--- src/rtl/synth_note_sequencer.sv ---
// Step sequencer feeding the synth voice: plays a small note pattern at a programmable tempo/gate.
// Build option: define SEQ_LOOP_EN to wrap to step 0 after seq_last instead of stopping (one-shot).
module synth_note_sequencer #(
  parameter int         STEPS         = 8,
  parameter int         PRESCALE      = 256,
  parameter logic [7:0] DEFAULT_COUNT = 8'd66,
  localparam int        AW            = $clog2(STEPS),
  localparam int        PW            = $clog2(PRESCALE)
) (
  input  logic          clk,
  input  logic          rst_n,
  input  logic          start,
  input  logic          stop,
  input  logic          wr_en,
  input  logic [AW-1:0] wr_addr,
  input  logic [7:0]    wr_data,
  input  logic [AW-1:0] seq_last,
  input  logic [7:0]    step_len,
  input  logic [7:0]    gate_len,
  output logic          trig,
  output logic [7:0]    osc_count,
  output logic          busy,
  output logic [AW-1:0] step_idx,
  output logic          step_strobe
);

`ifdef SEQ_LOOP_EN
  localparam bit LOOP_EN = 1'b1;
`else
  localparam bit LOOP_EN = 1'b0;
`endif

  typedef enum logic [1:0] {IDLE, GATE, HOLD} state_t;

  state_t          state_reg, state_next;
  logic [PW-1:0]   presc_reg, presc_next;
  logic [7:0]      tick_reg, tick_next;
  logic [AW-1:0]   step_idx_reg, step_idx_next;
  logic [7:0]      osc_count_reg, osc_count_next;
  logic            trig_reg, trig_next;
  logic            busy_reg, busy_next;
  logic            strobe_reg, strobe_next;
  logic [7:0]      mem_reg [STEPS];

  logic [7:0]      step_eff;
  logic            presc_wrap;
  logic            presc_last2;
  logic [8:0]      tick_p1;
  logic            step_end;
  logic            gate_end;
  logic            last_step;
  logic            load_en;
  logic [AW-1:0]   load_idx;
  logic [7:0]      entry;
  logic [6:0]      note;

  // Pattern store; a load in the same cycle as a write reads the pre-write value.
  always_ff @(posedge clk or negedge rst_n) begin
    if (!rst_n) begin
      for (int i = 0; i < STEPS; i++) begin
        mem_reg[i] <= {1'b0, DEFAULT_COUNT[6:0]};
      end
    end else if (wr_en) begin
      mem_reg[wr_addr] <= wr_data;
    end
  end

  always_comb begin
    step_eff    = (step_len == 8'd0) ? 8'd1 : step_len;
    presc_wrap  = (presc_reg == PW'(PRESCALE - 1));
    presc_last2 = (presc_reg == PW'(PRESCALE - 2));
    tick_p1     = {1'b0, tick_reg} + 9'd1;
    step_end    = presc_wrap && (tick_p1 >= {1'b0, step_eff});
    // A gate covering the whole step still drops for the final clk cycle so the ADSR retriggers.
    if (gate_len < step_eff) begin
      gate_end = presc_wrap && (tick_p1 >= {1'b0, gate_len});
    end else begin
      gate_end = presc_last2 && (tick_p1 >= {1'b0, step_eff});
    end
    last_step = (step_idx_reg >= seq_last);
  end

  always_comb begin
    state_next     = state_reg;
    presc_next     = presc_reg;
    tick_next      = tick_reg;
    step_idx_next  = step_idx_reg;
    osc_count_next = osc_count_reg;
    trig_next      = trig_reg;
    busy_next      = busy_reg;
    strobe_next    = 1'b0;
    load_en        = 1'b0;
    load_idx       = '0;

    case (state_reg)
      IDLE: begin
        if (start && !stop) begin
          load_en = 1'b1;
        end
      end
      GATE, HOLD: begin
        if (stop) begin
          state_next = IDLE;
          trig_next  = 1'b0;
          busy_next  = 1'b0;
        end else if (start) begin
          load_en = 1'b1;
        end else if (step_end) begin
          if (last_step && !LOOP_EN) begin
            state_next = IDLE;
            trig_next  = 1'b0;
            busy_next  = 1'b0;
          end else begin
            load_en  = 1'b1;
            load_idx = last_step ? '0 : step_idx_reg + 1'b1;
          end
        end else begin
          presc_next = presc_wrap ? '0 : presc_reg + 1'b1;
          tick_next  = presc_wrap ? tick_reg + 8'd1 : tick_reg;
          if (state_reg == GATE && gate_end) begin
            trig_next = 1'b0;
            if (gate_len < step_eff) begin
              state_next = HOLD;
            end
          end
        end
      end
      default: begin
        state_next = IDLE;
        trig_next  = 1'b0;
        busy_next  = 1'b0;
      end
    endcase

    entry = mem_reg[load_idx];
    note  = (entry[6:0] == 7'd0) ? 7'd1 : entry[6:0];

    if (load_en) begin
      state_next     = GATE;
      presc_next     = '0;
      tick_next      = 8'd0;
      step_idx_next  = load_idx;
      osc_count_next = {1'b0, note};
      trig_next      = !entry[7] && (gate_len != 8'd0);
      busy_next      = 1'b1;
      strobe_next    = 1'b1;
    end
  end

  always_ff @(posedge clk or negedge rst_n) begin
    if (!rst_n) begin
      state_reg     <= IDLE;
      presc_reg     <= '0;
      tick_reg      <= 8'd0;
      step_idx_reg  <= '0;
      osc_count_reg <= DEFAULT_COUNT;
      trig_reg      <= 1'b0;
      busy_reg      <= 1'b0;
      strobe_reg    <= 1'b0;
    end else begin
      state_reg     <= state_next;
      presc_reg     <= presc_next;
      tick_reg      <= tick_next;
      step_idx_reg  <= step_idx_next;
      osc_count_reg <= osc_count_next;
      trig_reg      <= trig_next;
      busy_reg      <= busy_next;
      strobe_reg    <= strobe_next;
    end
  end

  assign trig        = trig_reg;
  assign osc_count   = osc_count_reg;
  assign busy        = busy_reg;
  assign step_idx    = step_idx_reg;
  assign step_strobe = strobe_reg;

endmodule

--- config.mk ---
export PLATFORM = sky130hd
export DESIGN_NAME = synth_note_sequencer
export DESIGN_NICKNAME = d
export VERILOG_FILES = /design/src/rtl/synth_note_sequencer.sv
export SDC_FILE = /design/constraint.sdc
export NUM_CORES = 1
export LEC_CHECK = 0
export CAP_MARGIN = 30
export CORE_UTILIZATION = 45
export CTS_BUF_LIST = sky130_fd_sc_hd__clkbuf_16
export CTS_CLUSTER_DIAMETER = 30
export DETAILED_ROUTE_END_ITERATION = 16
export GPL_ROUTABILITY_DRIVEN = 0
export PLACE_DENSITY = 0.68
export SLEW_MARGIN = 20
export SYNTH_ARGS = -nofsm -noshare
export SYNTH_HDL_FRONTEND = slang
export SYNTH_SLANG_ARGS = --single-unit
--- constraint.sdc ---
create_clock -name clk -period 4.28 [get_ports clk]
set_input_delay 0.642 -clock clk [delete_from_list [all_inputs] [get_ports clk]]
set_output_delay 0.642 -clock clk [all_outputs]
set_load 0.02 [all_outputs]
Word-level counts from Yosys, hierarchy flattened
Cells that the tools add are included.
{"block": "word_totals", "regBits": 95, "output_inout_bits": 14, "wordCells": 117}
{"block": "classes", "n_addsub": 4, "order_cmp": 7, "eq_ne": 14, "n_mux": 53, "bitwise_logic": 2, "reduce_logical": 21}
{"operator": "8-bit two-way mux", "count": 16}
{"operator": "64-bit bitwise mux", "count": 1}
{"operator": "8-bit binary-select mux with 3-bit select", "count": 1}
{"operator": "8-bit demux with 3-bit select", "count": 1}
{"operator": "9-bit by 8-bit greater-or-equal comparator with 1-bit output", "count": 2}
{"operator": "1-bit two-way mux", "count": 17}
{"operator": "8-bit by 1-bit adder with 8-bit output, second input constant", "count": 2}
{"operator": "8-bit equality test, second input constant", "count": 2}
{"operator": "3-bit two-way mux", "count": 5}
{"operator": "5-bit != test, second input constant", "count": 3}
{"operator": "2-bit two-way mux", "count": 7}
{"operator": "4-bit != test, second input constant", "count": 3}
{"operator": "4-bit AND reduction", "count": 3}
{"operator": "5-bit AND reduction", "count": 2}
{"operator": "8-bit by 1-bit adder with 9-bit output, second input constant", "count": 1}
{"operator": "4-bit greater-or-equal comparator, second input constant", "count": 2}
{"operator": "8-bit logical NOT", "count": 1}
{"operator": "8-bit less-than comparator", "count": 1}
{"operator": "3-bit inverter with 4-bit output", "count": 2}
{"operator": "8-bit nonzero test", "count": 1}
{"operator": "1-bit logical AND", "count": 7}
{"operator": "7-bit logical NOT", "count": 1}
{"operator": "7-bit two-way mux", "count": 1}
{"operator": "2-bit by 1-bit != test with 1-bit output, second input constant", "count": 3}
{"operator": "other kinds (12)", "count": 16}

Longest topological paths before layout
Gate-level depths: netlist of the first run.
{"block": "depth", "ltp_word": 15, "depth_mapped": 16}

Least setup slack after synthesis of the first run
No wires, ideal clock.
{"block": "synth_path", "kind": "reg-to-reg", "start": "register tick_reg[2]", "end": "register osc_count_reg[0] (netlist: osc_count[0])", "setup_time_ns": 0.092, "t_arrival_ns": 3.352, "required_time_ns": 4.188, "setup_slack_ns": 0.837, "stages_incl_launch_ff": 14, "period_less_slack_ns": 3.443, "cell_sequence": "dfrtp_1 -> and3_1 -> and3_1 -> xor2_1 -> ha_1 -> a211oi_1 -> nor2_1 -> or3_1 -> buf_6 -> o2111ai_4 -> mux4_2 -> nand2_1 -> nand4_1 -> o31ai_2"}
{"block": "synth_via", "elab_chain_cells": 13, "elab_cells_between_ends": 17, "classes_between": "1 x add/sub; 1 x order compare; 12 x mux; 1 x bitwise; 2 x reduce/logical"}
{"item": "start, declared", "line": "37", "rtl": "logic [7:0] tick_reg, tick_next;"}
{"item": "start signal, assigned", "line": "163", "rtl": "tick_reg <= tick_next;"}
{"item": "8-bit by 1-bit adder with 9-bit output (*)", "line": "72", "rtl": "tick_p1 = {1'b0, tick_reg} + 9'd1;"}
{"item": "9-bit by 8-bit greater-or-equal comparator with 1-bit output (*)", "line": "73", "rtl": "step_end = presc_wrap && (tick_p1 >= {1'b0, step_eff});"}
{"item": "1-bit logical AND (*)", "line": "73"}
{"item": "3-bit two-way mux", "line": "108", "rtl": "end else if (step_end) begin"}
{"item": "3-bit two-way mux", "line": "106", "rtl": "end else if (start) begin"}
{"item": "3-bit two-way mux", "line": "102", "rtl": "if (stop) begin"}
{"item": "3-bit two-way mux", "line": "95", "rtl": "case (state_reg)"}
{"item": "3-bit inverter with 4-bit output (not written as such)", "line": "135", "rtl": "entry = mem_reg[load_idx];"}
{"item": "8-bit binary-select mux with 3-bit select", "line": "135"}
{"item": "8-bit two-way mux (not written as such) (2 in a row)", "line": "135"}
{"item": "7-bit logical NOT", "line": "136", "rtl": "note = (entry[6:0] == 7'd0) ? 7'd1 : entry[6:0];"}
{"item": "7-bit two-way mux", "line": "136"}
{"item": "end signal, assigned", "line": "165", "rtl": "osc_count_reg <= osc_count_next;"}
{"item": "end, declared", "line": "39", "rtl": "logic [7:0] osc_count_reg, osc_count_next;"}
Every way passes the cells marked *; elsewhere a longest branch is shown, timed or not. The select of a mux whose other input is x is not followed.
A chain may end at the register's enable or synchronous reset.

Final worst setup path of the first run
{"block": "layout_path", "start": "register tick_reg[0]", "end": "register osc_count_reg[0] (netlist: osc_count[0])"}
The elaborated chain is that of the path after synthesis.

==> results by group, run 1 <==
Placed design
  – HPWL Detailed: 9110 um
  – Port bufs: 47
  – Worst slack, placed: 265 ps
  – Post-DP Area: 6270 um^2

Finish
  – Largest register FFs: 64
  – Area grow syn2layout: 18.1%
  – Final instance area: 6580 um^2
  – Final #Nets: 614
  – Layout cell share with drive strength beyond 1: 0.243
  – # diodes: 0

Timing
  – Measured slew at the worst slew-check pin: 929 ps
  – Crit share post-route: 0.914
  – RSZ-0062 raised after global routing: false
  – Relative slew slack: 0.378
  – F_max: 256 MHz
  – Fin. Hold Viols: 0
  – Slew Limit Fails: 0
  – Worst hold slack: 306 ps
  – Min Tclk post-route: 3910 ps
  – Final setup vio count: 0
  – Setup TNS: 0 ps
  – Post-Route Skew: 7.06 ps
  – Fin worst setup slack: 366 ps

Clocking
  – CTS max path bufs: 2
  – CTS hold repair buffers: 0
  – Total CTS buffers: 9
  – Clk slew on worst S/H paths: 70 ps
  – CTS root buffer: clkbuf_16
  – Post-CTS setup buffers: 0
  – Htree depth: 3
  – CTS sink cnt: 95
  – Clock latency on the worst-skew pair: 340 ps
  – CTS resizes: 0
  – CTS tree: built

Yosys
  – Post-Synth Adder-Cell Area: 0.0741
  – Post-synth EDFFs: 0
  – Netlist cell types: 72
  – Xor and xnor area share after synthesis: 0.0346
  – Complex-gate fraction of the synthesized area: 0.126
  – Synthesized netlist cell count: 492
  – FF+latch count, synth: 95
  – Mux cell area share after synthesis: 0.185
  – Mapped Nets: 560
  – Syn_area_per_cell: 11.3 um^2
  – Netlist Area Pre-Place: 5580 um^2
  – Simple-Gate Fraction of Synth Area: 0.113
  – Share of synthesized flip-flops with an asynchronous set or reset: 1.00
  – Prevailing post-synth register cell: dfrtp_1
  – Largest family of logic cells by synthesized area: multiplexers
  – Seq/Total Area, Yosys: 0.430
  – Yosys Warn Count: 0

Global routing
  – First-pass GRT wire length: 21100 um
  – Largest net degree at the start of global routing: 79
  – Vias in the first global route: 4176
  – Total grt overflow: 0
  – Initial antenna violation count: 0
  – Overall global routing resource usage: 0.215

Setup path
  – Worst path required time: 4530 ps
  – Crit Path Category: reg2reg
  – Critical Path Max Stage Delay: 560 ps
  – CP cell instances: ha_1 -> nand3_4 -> nor2_1 -> xor2_1 -> ha_1 -> o21ai_0 -> nor2_1 -> or3_1 -> o2111ai_4 -> mux4_2 -> nand2_1 -> nand4_1 -> o31ai_2
  – Slowest cell on the critical path: mux4_2
  – CP top delay family: simple AND/OR/NAND/NOR gates
  – CP arrival: 4170 ps
  – Worst Path Buf+Inv: 0
  – Nature of the critical path endpoint: flip-flop
  – CP Max Fanout: 9
  – CP startpoint kind: flip-flop

Floorplan
  – Die X: 113 um
  – Die Height: 113 um
  – I/O pins: 49
  – Initial core utilization: 0.462
  – Die area: 12800 um^2
  – FP Rows: 40
  – Core footprint: 12100 um^2

Worst hold path
  – Hold WC Path Type: in2async

Power and ir drop
  – Worst VDD drop: 0.000345 V
  – Overall Power: 0.00273 W
  – Lkg Pwr: 2.89 nW
  – Pwr dens: 415 nW/um^2

Detailed routing
  – ANT nets after route: 0
  – DRT iter0 DRCs: 186
  – Wire length per cell: 17.6 um
  – DR vias/cell: 5.53
  – DR vias: 3974
  – Initial DRT Pass Iterations: 4
  – DRC Markers: 0
  – Final WL: 12700 um

Run
  – Max cap viols: 0

Outcome
  – Status: finished, final reports clean
-- routing by layer --
layer | routed length, um | GRT usage | vias to the layer above
met3 | 473 | 0.0396 | 17
met2 | 6200 | 0.352 | 79
li1 | - | - | 1892
met1 | 5790 | 0.287 | 1986
met4 | 206 | 0.0763 | 0
met5 | 0 | 0 | -
-- cells in the final DEF (no fill, tap or decap), drive strengths merged, types with 7 or more instances in the layout --
cell           count
nor2              30
clkdlybuf4s50     46
mux2i             22
o21ai             20
dfrtp             77
dfstp             18
nor3               8
nand3             10
xor2              16
a21oi              8
a21o               7
mux2              68
buf               13
nand2             29
ha                33
clkbuf             9
inv               35
-- layout make-up --
type                    count  area [um^2]
clock buffers               9          225
clock inverters             7         57.6
fillers                  1058         5480
inverters                  33          124
multi-input cells         348         2990
flip-flops and latches     95         2400
well taps                 168          210
repair buffers             59          582
-- where the power goes --
group	switching (W)	internal [W]	leakage, nW
registers	0.000115	0.00112	1.15
logic	0.000349	0.000369	1.59
clock network	0.000333	0.000444	0.143
total	0.000797	0.00194	2.89
-- path summary, 6_finish.rpt --
check | from | end | slack [ps] | depth (start not counted)
max | tick_reg[0] | osc_count[0] | 370 | 13
min | rst_n | tick_reg[0] | 310 | 1
max reg2reg | tick_reg[0] | osc_count[0] | 370 | 13
min reg2reg | osc_count[3] | osc_count[3] | 490 | 2
max in group asynchronous | rst_n | mem_reg[25] | 3130 | 2
min in group clk | osc_count[3] | osc_count[3] | 490 | 2
-- cell families after synthesis --
| family | Yosys count |
|---|---|
| and+or+nand+nor | 113 |
| other | 1 |
| adders and majority gates | 33 |
| xor gates and xnor gates | 22 |
| muxes | 92 |
| DFF | 95 |
| AOI/OAI and AO/OA | 87 |
| buffers and inverters | 49 |
-- Yosys cell counts, types with 4 or more instances --
cell,n,area [um^2]
a211oi_1,4,30.0
a21o_1,7,52.6
a21oi_1,8,40.0
and3_1,4,25.0
buf_2,4,20.0
clkbuf_1,9,33.8
dfrtp_1,77,1930
dfstp_2,18,473
ha_1,33,413
inv_1,33,124
mux2_2,68,766
mux2i_1,22,220
nand2_1,29,109
nand2b_1,5,31.3
nand3_1,9,45.0
nor2_1,30,113
nor3_1,5,25.0
nor4_1,4,25.0
o211a_1,4,40.0
o21ai_0,17,85.1
o22ai_1,5,31.3
xnor2_1,6,52.6
xor2_1,16,140
-- through the flow --
stage | instances | util
2_1_floorplan | 492 | -
3_3_place_gp | 702 | 0.520
3_5_place_dp | 702 | 0.520
4_1_cts | 718 | 0.543
5_1_grt | 719 | 0.546
6_report | 719 | 0.546
No activity file was read; power rests on OpenSTA's default activity.
==> inputs of run 2 (changes only) <==
Settings changed: GPL_TIMING_DRIVEN set to 0.
==> run 2 against run 1 <==
Against the previous run:
- sequential share of layout area decreased by 0.23 points
- critical path depth decreased by 2
- flip-flop and latch count unchanged
- global-route usage increased by 0.088 points
- clock power increased by 8.9%
- first-iteration DRC count decreased by 7.0%
- register-to-register slack improved by 40 ps
- highest routed layer unchanged
==> results by group, run 2 (synthesis gave the netlist of run 1 again) <==
Setup path
  – Worst path required time: 4510 ps
  – R2r setup slk: 410 ps
  – Worst Path Buf+Inv: 0
  – CP top delay family: compound AO/OA/AOI/OAI gates
  – Slowest cell on the critical path: a221oi_1
  – CP Max Fanout: 8
  – Crit Path Category: reg2reg
  – CP startpoint kind: flip-flop
  – CP cell instances: and3_1 -> and3_1 -> xor2_1 -> ha_1 -> a211oi_1 -> nor2_1 -> nor3_4 -> a21oi_1 -> a221oi_1 -> o311ai_1 -> a32o_1
  – Nature of the critical path endpoint: flip-flop
  – Top cell by count, worst path: and3_1
  – Critical Path Max Stage Delay: 590 ps
  – CP arrival: 4100 ps

Finish
  – # diodes: 0
  – Layout cell share with drive strength beyond 1: 0.248
  – Area grow syn2layout: 18.9%
  – Most frequent cells in the layout: dfrtp_1, mux2_2, clkdlybuf4s50_1
  – Util after Layout: 0.549
  – Filler instances: 1047
  – Commonest non-fill, non-tap cell in the layout: dfrtp_1
  – Largest register FFs: 64
  – Final #Nets: 620

Power and ir drop
  – P_sw: 0.000802 W
  – Pwr dens: 422 nW/um^2
  – Clock power frac: 0.302
  – Worst VDD drop: 0.000229 V
  – Switching power share of the total: 0.287
  – Overall Power: 0.00279 W
  – Combinational Power Share: 0.256
  – Seq pwr share: 0.442
  – Lkg Pwr: 2.90 nW
  – P_int: 0.00199 W

Floorplan
  – Die area: 12800 um^2
  – Die X: 113 um
  – FP Rows: 40
  – I/O pins: 49
  – Core footprint: 12100 um^2
  – Initial core utilization: 0.462
  – Die Height: 113 um

Timing
  – Final setup vio count: 0
  – Relative slew slack: 0.406
  – Min Tclk post-route: 3870 ps
  – Fin. Hold Viols: 0
  – Slew Limit Fails: 0
  – RSZ-0062 raised after global routing: false
  – Post-Route Skew: 5.23 ps
  – Crit share post-route: 0.905
  – Fin worst setup slack: 408 ps
  – F_max: 258 MHz
  – Worst hold slack: 162 ps
  – Measured slew at the worst slew-check pin: 886 ps
  – Setup TNS: 0 ps

Global routing
  – First-pass GRT wire length: 21300 um
  – Largest net degree at the start of global routing: 69
  – Initial antenna violation count: 0
  – Overall global routing resource usage: 0.216
  – Total grt overflow: 0
  – Vias in the first global route: 4106

Clocking
  – CTS resizes: 0
  – CTS root buffer: clkbuf_16
  – Clock latency on the worst-skew pair: 340 ps
  – CTS tree: built
  – Post-CTS setup buffers: 0
  – Clk slew on worst S/H paths: 60 ps
  – CTS hold repair buffers: 0
  – Total CTS buffers: 9
  – CTS sink cnt: 95
  – CTS max path bufs: 2
  – Htree depth: 3

Detailed routing
  – DRT iter0 DRCs: 173
  – DR vias: 3979
  – Wire length per cell: 17.6 um
  – Final WL: 12700 um
  – DR vias/cell: 5.49
  – Initial DRT Pass Iterations: 4
  – DRC Markers: 0
  – ANT nets after route: 0

Outcome
  – Status: finished, final reports clean

Worst hold path
  – Hold WC Path Type: in2async

Placed design
  – Port bufs: 42
  – HPWL Detailed: 9340 um
  – Worst slack, placed: 102 ps

Run
  – Max cap viols: 0
-- run 2: cell types whose count changed in the layout (fill, tap and decap cells not counted), sizes merged --
cell	previous run	this run
clkbuf	9	18
clkdlybuf4s50	46	41
buf	13	15
inv	35	33
bufinv	1	2
clkinv	3	4
-- run 2: worst reg2reg max path: cells and delay by family (launching register included) --
kind	cells	cell delay (ps)
compound gates	5	1640
xor+xnor	1	230
fa+ha+maj	1	280
flops	1	470
simple gates	4	1130
-- run 2: layout make-up --
type / count / area [um^2] / area share
clock buffer: 9 / 225 / 0.0340
sequential: 95 / 2400 / 0.362
multi-input combinational: 348 / 3000 / 0.452
tap: 168 / 210 / 0.0317
buffer: 16 / 76.3 / 0.0115
timing repair buffer: 49 / 507 / 0.0765
inverter: 33 / 124 / 0.0187
clock inverter: 7 / 87.6 / 0.0132
-- run 2: path summary, 6_finish.rpt --
| path | startpoint | to | depth (start not counted) |
|---|---|---|---|
| max in group asynchronous | rst_n | mem_reg[9] | 2 |
| hold reg to reg | osc_count[1] | osc_count[1] | 2 |
| hold / removal | rst_n | tick_reg[3] | 1 |
| setup / recovery | tick_reg[2] | trig | 11 |
| min in group clk | osc_count[1] | osc_count[1] | 2 |
| setup reg to reg | tick_reg[2] | trig | 11 |
-- run 2: power groups by stage --
stage	combinational, W	clock [W]	sequential, W
global route	0.000786	0.000900	0.00126
floorplan	0.000423	0	0.00127
CTS	0.000720	0.000866	0.00123
global placement	0.000694	0	0.00124
finish	0.000715	0.000845	0.00123
detailed placement	0.000718	0	0.00125
-- run 2: stage by stage --
| step | instances | instance area (um^2) |
|---|---|---|
| finish | 725 | 6630 |
| global placement | 702 | 6210 |
| detailed placement | 706 | 6280 |
| global route | 725 | 6630 |
| floorplan | 492 | 5580 |
| CTS | 722 | 6590 |
-- run 2: per-layer routing --
layer / track usage / wire length, um
met5: 0 / 0
met1: 0.283 / 5900
met2: 0.359 / 6110
met3: 0.0386 / 510
met4: 0.0807 / 213
==> inputs of run 3 (changes only) <==
Settings changed: GPL_TIMING_DRIVEN 0 to not set.
==> results of run 3 <==
Same layout as run 1: the final DEF is identical, and so are final timing and power.
